### src/rtl/sprite_addr_gen.sv
// Sprite hit-test, ROM address generation and duck/dog animation for the colour mapper.
// Optional DUCK_MIRROR_EN: duck_dir=1 flips the duck horizontally (dx -> 63-dx).

module sprite_hit #(
  parameter int H_ACTIVE = 640,
  parameter int V_ACTIVE = 480
) (
  input  logic [9:0] px,
  input  logic [9:0] py,
  input  logic [9:0] ox,
  input  logic [9:0] oy,
  output logic       hit,
  output logic [5:0] dx,
  output logic [5:0] dy
);
  logic [10:0] x, y, ox_w, oy_w;
  assign x    = {1'b0, px};
  assign y    = {1'b0, py};
  assign ox_w = {1'b0, ox};
  assign oy_w = {1'b0, oy};

  // 11-bit compare so a sprite near the right/bottom edge cannot wrap to column/row 0
  assign hit = (x >= ox_w) && (x < ox_w + 11'd64) &&
               (y >= oy_w) && (y < oy_w + 11'd64) &&
               (x < 11'(H_ACTIVE)) && (y < 11'(V_ACTIVE));
  assign dx  = px[5:0] - ox[5:0];
  assign dy  = py[5:0] - oy[5:0];
endmodule

module sprite_addr_gen #(
  parameter int ANIM_DIV = 8,
  parameter int HIT_HOLD = 30,
  parameter int H_ACTIVE = 640,
  parameter int V_ACTIVE = 480
) (
  input  logic        Clk,
  input  logic        Reset_n,
  input  logic        frame_clk,
  input  logic [9:0]  DrawX,
  input  logic [9:0]  DrawY,
  input  logic [9:0]  duck_x,
  input  logic [9:0]  duck_y,
  input  logic [9:0]  dog_x,
  input  logic [9:0]  dog_y,
  input  logic        duck_dir,
  input  logic        duck_shot,
  input  logic        duck_respawn,
  input  logic        dog_show,
  output logic        is_duck,
  output logic        is_dog,
  output logic [15:0] duck_addr,
  output logic [13:0] dog_addr,
  output logic        duck_falling
);
  localparam int NSPR = 2;  // 0 = duck, 1 = dog

  typedef enum logic [1:0] {FLY, HIT, FALL} duck_st_t;

  duck_st_t  state, state_n;
  logic [1:0] flap, flap_n, dog_frame, dog_frame_n;
  logic [7:0] hold, hold_n, div, div_n;
  logic       frame_q, armed, tick, step;
  logic [2:0] duck_frame;

  logic [NSPR-1:0][9:0] org_x, org_y;
  logic [NSPR-1:0][5:0] dx, dy;
  logic [NSPR-1:0]      hit;
  logic [5:0]           duck_dx;

  assign org_x = {dog_x, duck_x};
  assign org_y = {dog_y, duck_y};

  genvar g;
  generate
    for (g = 0; g < NSPR; g++) begin : g_spr
      sprite_hit #(.H_ACTIVE(H_ACTIVE), .V_ACTIVE(V_ACTIVE)) u_hit (
        .px(DrawX), .py(DrawY), .ox(org_x[g]), .oy(org_y[g]),
        .hit(hit[g]), .dx(dx[g]), .dy(dy[g])
      );
    end
  endgenerate

`ifdef DUCK_MIRROR_EN
  assign duck_dx = duck_dir ? ~dx[0] : dx[0];
`else
  logic unused_dir;
  assign unused_dir = duck_dir;
  assign duck_dx    = dx[0];
`endif

  // armed suppresses a false edge when frame_clk is already high at reset release
  assign tick = armed && frame_clk && !frame_q;
  assign step = tick && (div == 8'(ANIM_DIV - 1));

  always_comb begin
    state_n     = state;
    flap_n      = flap;
    hold_n      = hold;
    div_n       = div;
    dog_frame_n = dog_frame;
    if (tick) div_n = step ? 8'd0 : div + 8'd1;
    if (duck_respawn) begin
      state_n = FLY;
      flap_n  = 2'd0;
    end else begin
      case (state)
        FLY: begin
          if (duck_shot) begin
            state_n = HIT;
            hold_n  = 8'd0;
            div_n   = 8'd0;
          end else if (step) begin
            flap_n = (flap == 2'd2) ? 2'd0 : flap + 2'd1;
          end
        end
        HIT: begin
          if (tick) begin
            hold_n = hold + 8'd1;
            if (hold + 8'd1 == 8'(HIT_HOLD)) state_n = FALL;
          end
        end
        default: ;
      endcase
    end
    if (!dog_show)  dog_frame_n = 2'd0;
    else if (step)  dog_frame_n = dog_frame + 2'd1;
  end

  always_ff @(posedge Clk or negedge Reset_n) begin
    if (!Reset_n) begin
      state     <= FLY;
      flap      <= 2'd0;
      hold      <= 8'd0;
      div       <= 8'd0;
      dog_frame <= 2'd0;
      frame_q   <= 1'b0;
      armed     <= 1'b0;
    end else begin
      state     <= state_n;
      flap      <= flap_n;
      hold      <= hold_n;
      div       <= div_n;
      dog_frame <= dog_frame_n;
      frame_q   <= frame_clk;
      armed     <= 1'b1;
    end
  end

  always_comb begin
    duck_frame = {1'b0, flap};
    if (state == HIT)  duck_frame = 3'd3;
    if (state == FALL) duck_frame = 3'd4;
  end

  assign duck_falling = (state == FALL);

  // duck drawn in front of the dog
  always_ff @(posedge Clk or negedge Reset_n) begin
    if (!Reset_n) begin
      is_duck   <= 1'b0;
      is_dog    <= 1'b0;
      duck_addr <= '0;
      dog_addr  <= '0;
    end else begin
      is_duck   <= hit[0];
      is_dog    <= hit[1] && dog_show && !hit[0];
      duck_addr <= hit[0] ? {1'b0, duck_frame, dy[0], duck_dx} : 16'd0;
      dog_addr  <= (hit[1] && dog_show && !hit[0]) ? {dog_frame, dy[1], dx[1]} : 14'd0;
    end
  end
endmodule

### config.mk
export PLATFORM = sky130hd
export DESIGN_NAME = sprite_addr_gen
export DESIGN_NICKNAME = d
export VERILOG_FILES = /design/src/rtl/sprite_addr_gen.sv
export SDC_FILE = /design/constraint.sdc
export NUM_CORES = 1
export LEC_CHECK = 0
export ABC_AREA = 0
export CAP_MARGIN = 40
export CORE_ASPECT_RATIO = 0.6
export CORE_UTILIZATION = 25
export DETAILED_ROUTE_END_ITERATION = 8
export GPL_ROUTABILITY_DRIVEN = 1
export GPL_TIMING_DRIVEN = 0
export PLACE_DENSITY = 0.57
export SETUP_SLACK_MARGIN = 0.02
export SYNTH_ARGS = -nofsm -noshare
export SYNTH_HDL_FRONTEND = slang
export SYNTH_SLANG_ARGS = --single-unit
### constraint.sdc
create_clock -name Clk -period 1.73 [get_ports Clk]
set_input_delay 0.346 -clock Clk [delete_from_list [all_inputs] [get_ports Clk]]
set_output_delay 0.346 -clock Clk [all_outputs]
set_load 0.01 [all_outputs]
**Word-level counts from Yosys, hierarchy flattened**

Index checks and enable logic that the tools add are counted.

- Flip-flop bits (word level): 55
- Input port bits: 67
- Word-level logic and storage cells: 95
- Output and inout port bits: 33

- Muxes and demuxes: 24
- Magnitude comparators: 10
- Bitwise logic cells: 1
- Reduce and logical (&&, ||, !) cells: 25
- Equal/unequal tests: 12
- $add $sub $neg: 12

Operator list:

| operator | number |
|---|---|
| two-way mux 8 bit | 7 |
| adder 10 x 7 -> 11 bit, second input constant | 4 |
| less-than comparator 10 x 11 -> 1 bit | 4 |
| >= comparator 10 bit | 4 |
| two-way mux 2 bit | 12 |
| subtractor 6 bit | 4 |
| adder 8 x 1 -> 8 bit, second input constant | 2 |
| one-hot mux 8 bit (2 select lines) | 1 |
| logical AND 1 bit | 15 |
| two-way mux 15 bit | 1 |
| two-way mux 14 bit | 1 |
| less-than comparator 10 bit, second input constant | 1 |
| less-than comparator 10 x 9 -> 1 bit, second input constant | 1 |
| != test 3 bit, second input constant | 3 |
| equality test 8 x 3 -> 1 bit, second input constant | 1 |
| equality test 8 x 5 -> 1 bit, second input constant | 1 |
| AND reduction 4 bit | 2 |
| nonzero test 2 bit | 3 |
| adder 2 x 1 -> 2 bit, second input constant | 2 |
| equality test 2 bit, second input constant | 2 |
| != test 2 x 1 -> 1 bit, second input constant | 2 |
| != test 2 bit, second input constant | 2 |
| one-hot mux 2 bit (2 select lines) | 1 |
| two-way mux 3 bit | 1 |
| other kinds (6) | 7 |

**Logic depth before layout (Yosys ltp)**

- Depth after elaboration: 10
- Depth in mapped cells: 12
- Gate-level depth less buffers: 10

**Hierarchy**

Synthesis repeated with hierarchy kept, for this count alone.

- Cells, all modules: 477
- Area total of the unflattened synthesis: 4,322.9 µm²

Modules (own cells, without submodules):

| module | cells an instance | instances | sequential area each (µm²) | area an instance (µm²) |
|---|---|---|---|---|
| sprite_addr_gen | 199 | 1 | 1,376.3 | 2,268.4 |
| sprite_hit at g_spr[1].u_hit | 144 | 1 | 0.0 | 1,051.0 |
| sprite_hit at g_spr[0].u_hit | 134 | 1 | 0.0 | 1,003.5 |

**Least setup slack after synthesis**

No wires, ideal clock.

- Path kind: in2reg
- From: in DrawX[0]
- To: reg dog_addr[10]
- Data arrival time: 2,160 ps
- Stages on the path: 11
- Slack: -564 ps
- Buffers on the path: 1
- Library setup time: 134 ps
- Required time: 1,596 ps
- Cell sequence: inv_1 ha_1 inv_1 fa_1 a21o_1 a21oi_1 a2111oi_0 o32a_1 o311ai_2 buf_4 nor3_1

- Longest elaborated chain between the ends: 9
- Elaborated cells on any way between the ends: 19
- Classes of those cells: 5 x order compare; 1 x mux; 13 x reduce/logical

RTL lines:

| item | RTL line | RTL |
|---|---|---|
| from (decl) | 39 | `input logic [9:0] DrawX,` |
| less-than comparator 10 x 11 -> 1 bit or >= comparator 10 bit (tied branches) | 23 | `assign hit = (x >= ox_w) && (x < ox_w + 11'd64) &&` |
| logical AND 1 bit (2 in series) | 23 |  |
| logical AND 1 bit (2 in series) | 24 | `(y >= oy_w) && (y < oy_w + 11'd64) &&` |
| logical AND 1 bit | 25 | `(x < 11'(H_ACTIVE)) && (y < 11'(V_ACTIVE));` |
| logical AND 1 bit or logical NOT 1 bit (tied branches) | 168 | `dog_addr <= (hit[1] && dog_show && !hit[0]) ? {dog_frame, dy[1], dx[1]} : 14'd0;` |
| logical AND 1 bit * | 168 |  |
| two-way mux 14 bit * | 168 |  |
| to (signal assigned) | 168 |  |
| to (decl) | 52 | `output logic [13:0] dog_addr,` |

Mark *: on every way between the ends. The rest lies on a longest branch, timed or not.
A chain may end at the register's enable or synchronous reset.

**Final worst setup path**

- From: in duck_x[6]
- To: reg dog_addr[0]

- Longest elaborated chain between the ends: 10
- Elaborated cells on any way between the ends: 11
- Classes of those cells: 1 x add/sub; 2 x order compare; 1 x mux; 7 x reduce/logical

RTL lines:

| item | RTL line | RTL |
|---|---|---|
| from (decl) | 41 | `input logic [9:0] duck_x,` |
| adder 10 x 7 -> 11 bit | 23 |  |
| less-than comparator 10 x 11 -> 1 bit | 23 |  |
| logical AND 1 bit * (2 in series) | 23 |  |
| logical AND 1 bit * (2 in series) | 24 |  |
| logical AND 1 bit * | 25 |  |
| logical NOT 1 bit * | 168 |  |
| logical AND 1 bit * | 168 |  |
| two-way mux 14 bit * | 168 |  |

Marked as above.

==> results.tsv <==
metric	value	unit
status	finished with violations	
violations	setup timing	
drv_cap	0	
powerDensity	551.5	mW/mm^2
hold_class	input pin to asynchronous set/reset pin	
drc_errors	0	
cts_buffers	5	
start_util	26.02	%
die_w	171.1	um
setup_slack	-0.5039	ns
tritoncts	built	
final_cell_mix	53 x dfrtp_1, 46 x buf_4, 39 x clkdlybuf4s50_1, 38 x inv_1, 35 x ha_1	
synthFlopType	dfrtp_1	
slowest_stage	ha_1	
finalHoldViolations	0	
gr-total-overflow	0	
antenna_found_initial	1	
fmax	0.4477	GHz
clk_pin_slew	0.08	ns
synth_warnings	0	
wl_per_cell	16.23	um
io_buffers	97	
wl	14.15	mm
slowest_delay	0.33	ns
std_cell_rows	36	
netlist_instances	480	
path_cells	buf_8 > ha_4 > xnor2_2 > ha_1 > a21o_1 > nand3_2 > and4_1 > nand3_2 > buf_6 > o311ai_4 > buf_6 > buf_12 > nor3_4	
num_antenna_cells	0	
cellLeakagePower	3.136	nW
via_per_inst	4.741	
yosysSeqAreaShare	32.09	%
setup_viol	34	
clk_path_buf_depth	2	
ios	100	
skew	0.004098	ns
syn_nets	614	
syn_to_final_growth	65.58	%
core_area	0.01649	sq mm
synth_top_family_by_area	adder cells	
clock-sinks	55	
synth.avg_cell_area	8.936	sq um
reg2reg_setup_slack	-0.07	ns
postRouteAntennaNets	0	
worstSetupEndpointType	flop	
cts-root-buf	clkbuf_16	
hpwlAfterDp	9.970	mm
cts_hold_buf	0	
die_area	0.01770	sq mm
grt_max_degree	36	
crit_path_max_fanout	5	
worst_pin_slew	0.5678	ns
place_area	0.005713	sq mm
ir_drop	347.1	uV
htreeDepth	2	
drt_iter0_markers	148	
drive_gt1_share	38.20	%
synth_compound_area_share	16.10	%
ys_ff_latch	55	
path_buf_inv	4	
die_h	103.5	um
via_count	4134	
fin_total_pwr	0.003917	W
cp.required	1.92	ns
yosys.area_share.simple	18.99	%
synth-xor-area-share	5.718	%
slew_headroom	62.15	%
grt_pass1_wl	21.65	mm
ys_async_sr_fraction	100.0	%
nets	777	
grt_usage	16.02	%
muxShareOfSynthArea	0	%
gp_congestion	0.8814	
layout_commonest_cell	dfrtp_1	
slew_viol_final	0	
rsz0062_at_grt	true	
synth_fa_ha_area_share	20.25	%
critical_path_arrival	2.43	ns
crit_path_start_kind	input pin	
fin_crit	2.234	ns
synth_edf_count	0	
clock_latency	0.30	ns
mappedNetlistArea	0.004289	sq mm
grt_pass1_vias	4266	
cpLargestDelayFamily	buffers and inverters	
firstDrtPassIters	4	
path_class	input pin to flop	
finalCritPeriodShare	129.1	%
synth_cell_types	60	
post-route-cell-area	0.007102	sq mm
[state kept, by name (all words and copies together) (netlist names)]
name / flops
duck_addr: 15
is_duck: 1
flap: 2
armed: 1
hold: 8
state: 2
frame_q: 1
dog_frame: 2
is_dog: 1
div: 8
dog_addr: 14
[logic make-up (layout without fill, tap and decap cells)]
family,Yosys count,after routing
AND/OR/NAND/NOR,153,153
AO/OA/AOI/OAI,103,103
buffers and inverters,72,236
adder cells (fa/ha/maj),67,67
flip-flops,55,55
XOR/XNOR,28,28
other,2,2
[synthesized netlist by cell type, drive strengths merged, types with 2 or more instances]
cell type | number | area [sq um]
inv | 63 | 236.5
or2 | 2 | 12.52
fa | 4 | 80.08
and2 | 5 | 31.28
ha | 63 | 788.3
nand3 | 22 | 115.1
nand3b | 3 | 22.52
xor2 | 10 | 87.58
conb | 2 | 7.510
nand2 | 20 | 75.07
o31a | 4 | 35.03
o21ba | 2 | 20.02
buf | 4 | 31.27
o311ai | 2 | 25.03
o31ai | 4 | 30.03
o21a | 6 | 45.04
dfrtp | 55 | 1376
a32oi | 2 | 17.52
o211ai | 3 | 22.52
o21ai | 23 | 115.1
and4 | 3 | 26.28
a22o | 2 | 17.52
a21oi | 29 | 145.1
nand2b | 9 | 56.30
or3 | 8 | 50.05
a211oi | 3 | 32.53
and3 | 3 | 18.77
nor2b | 8 | 50.05
a21o | 7 | 52.55
clkbuf | 5 | 18.77
nor2 | 36 | 157.6
a31oi | 4 | 25.02
xnor2 | 18 | 157.7
nand4 | 5 | 31.28
nor4 | 2 | 12.51
nor3 | 22 | 110.1
[power by group]
group / leakage (nW) / switching, W / internal [W] / total, W
clock network: 0.0719 / 0.000532 / 0.000552 / 0.00108
registers: 0.756 / 0.0000262 / 0.00132 / 0.00134
logic: 2.31 / 0.000766 / 0.000726 / 0.00149
total: 3.14 / 0.00132 / 0.00259 / 0.00392
[stage by stage]
stage / cells / setup slack, ns / utilization, % / hold WS [ns] / setup TNS, ns
after floorplan: 480 / -0.4556 / - / 0.05041 / -12.13
after global placement: 805 / -1.469 / 34.56 / 0.5003 / -128.23
after detailed placement: 806 / -1.348 / 34.65 / 0.3779 / -49.53
after CTS: 863 / -0.5000 / 41.19 / 0.04905 / -14.72
after global routing: 872 / -0.5535 / 43.08 / 0.06987 / -16.47
final: 872 / -0.5039 / 43.08 / 0.02960 / -14.53
[per-layer routing]
layer  wire length, um  share of wire, %  GRT usage [%]  up-vias
li1                  -                 -              -     2013
met1              6533                46          21.93     1993
met2              6511                46          26.02      108
met3               915               6.5          3.615       18
met4               176               1.2          3.228        2
met5                13             0.092              0        -
[final cells by class]
class | count | area (sq um)
multi-input cells | 353 | 3485
clock inverters | 3 | 27.53
well taps | 228 | 285.3
inverters | 63 | 264.0
flip-flops and latches | 55 | 1379
fillers | 1597 | 9384
clock buffers | 5 | 125.1
plain buffers | 4 | 45.04
repair buffers | 161 | 1491
[final timing paths]
kind	end	start	depth (start not counted)
setup / recovery	dog_addr[0]$_DFF_PN0_	duck_x[6]	13
hold / removal	duck_addr[0]$_DFF_PN0_	Reset_n	1
setup reg to reg	state[1]$_DFFE_PN0P_	hold[1]$_DFFE_PN0P_	7
hold reg to reg	dog_addr[13]$_DFF_PN0_	dog_frame[1]$_DFFE_PN0P_	2
max in group asynchronous	state[0]$_DFFE_PN0P_	Reset_n	2
min in group Clk	frame_q$_DFF_PN0_	frame_clk	1
[timing repair]
action                     4_1_cts  5_1_grt
gates resized for setup        239       87
setup endpoints to repair       52       46
buffers inserted                50       12
gates cloned                     2        0
pin swaps                       63       44
No activity file was read; power rests on OpenSTA's default activity.
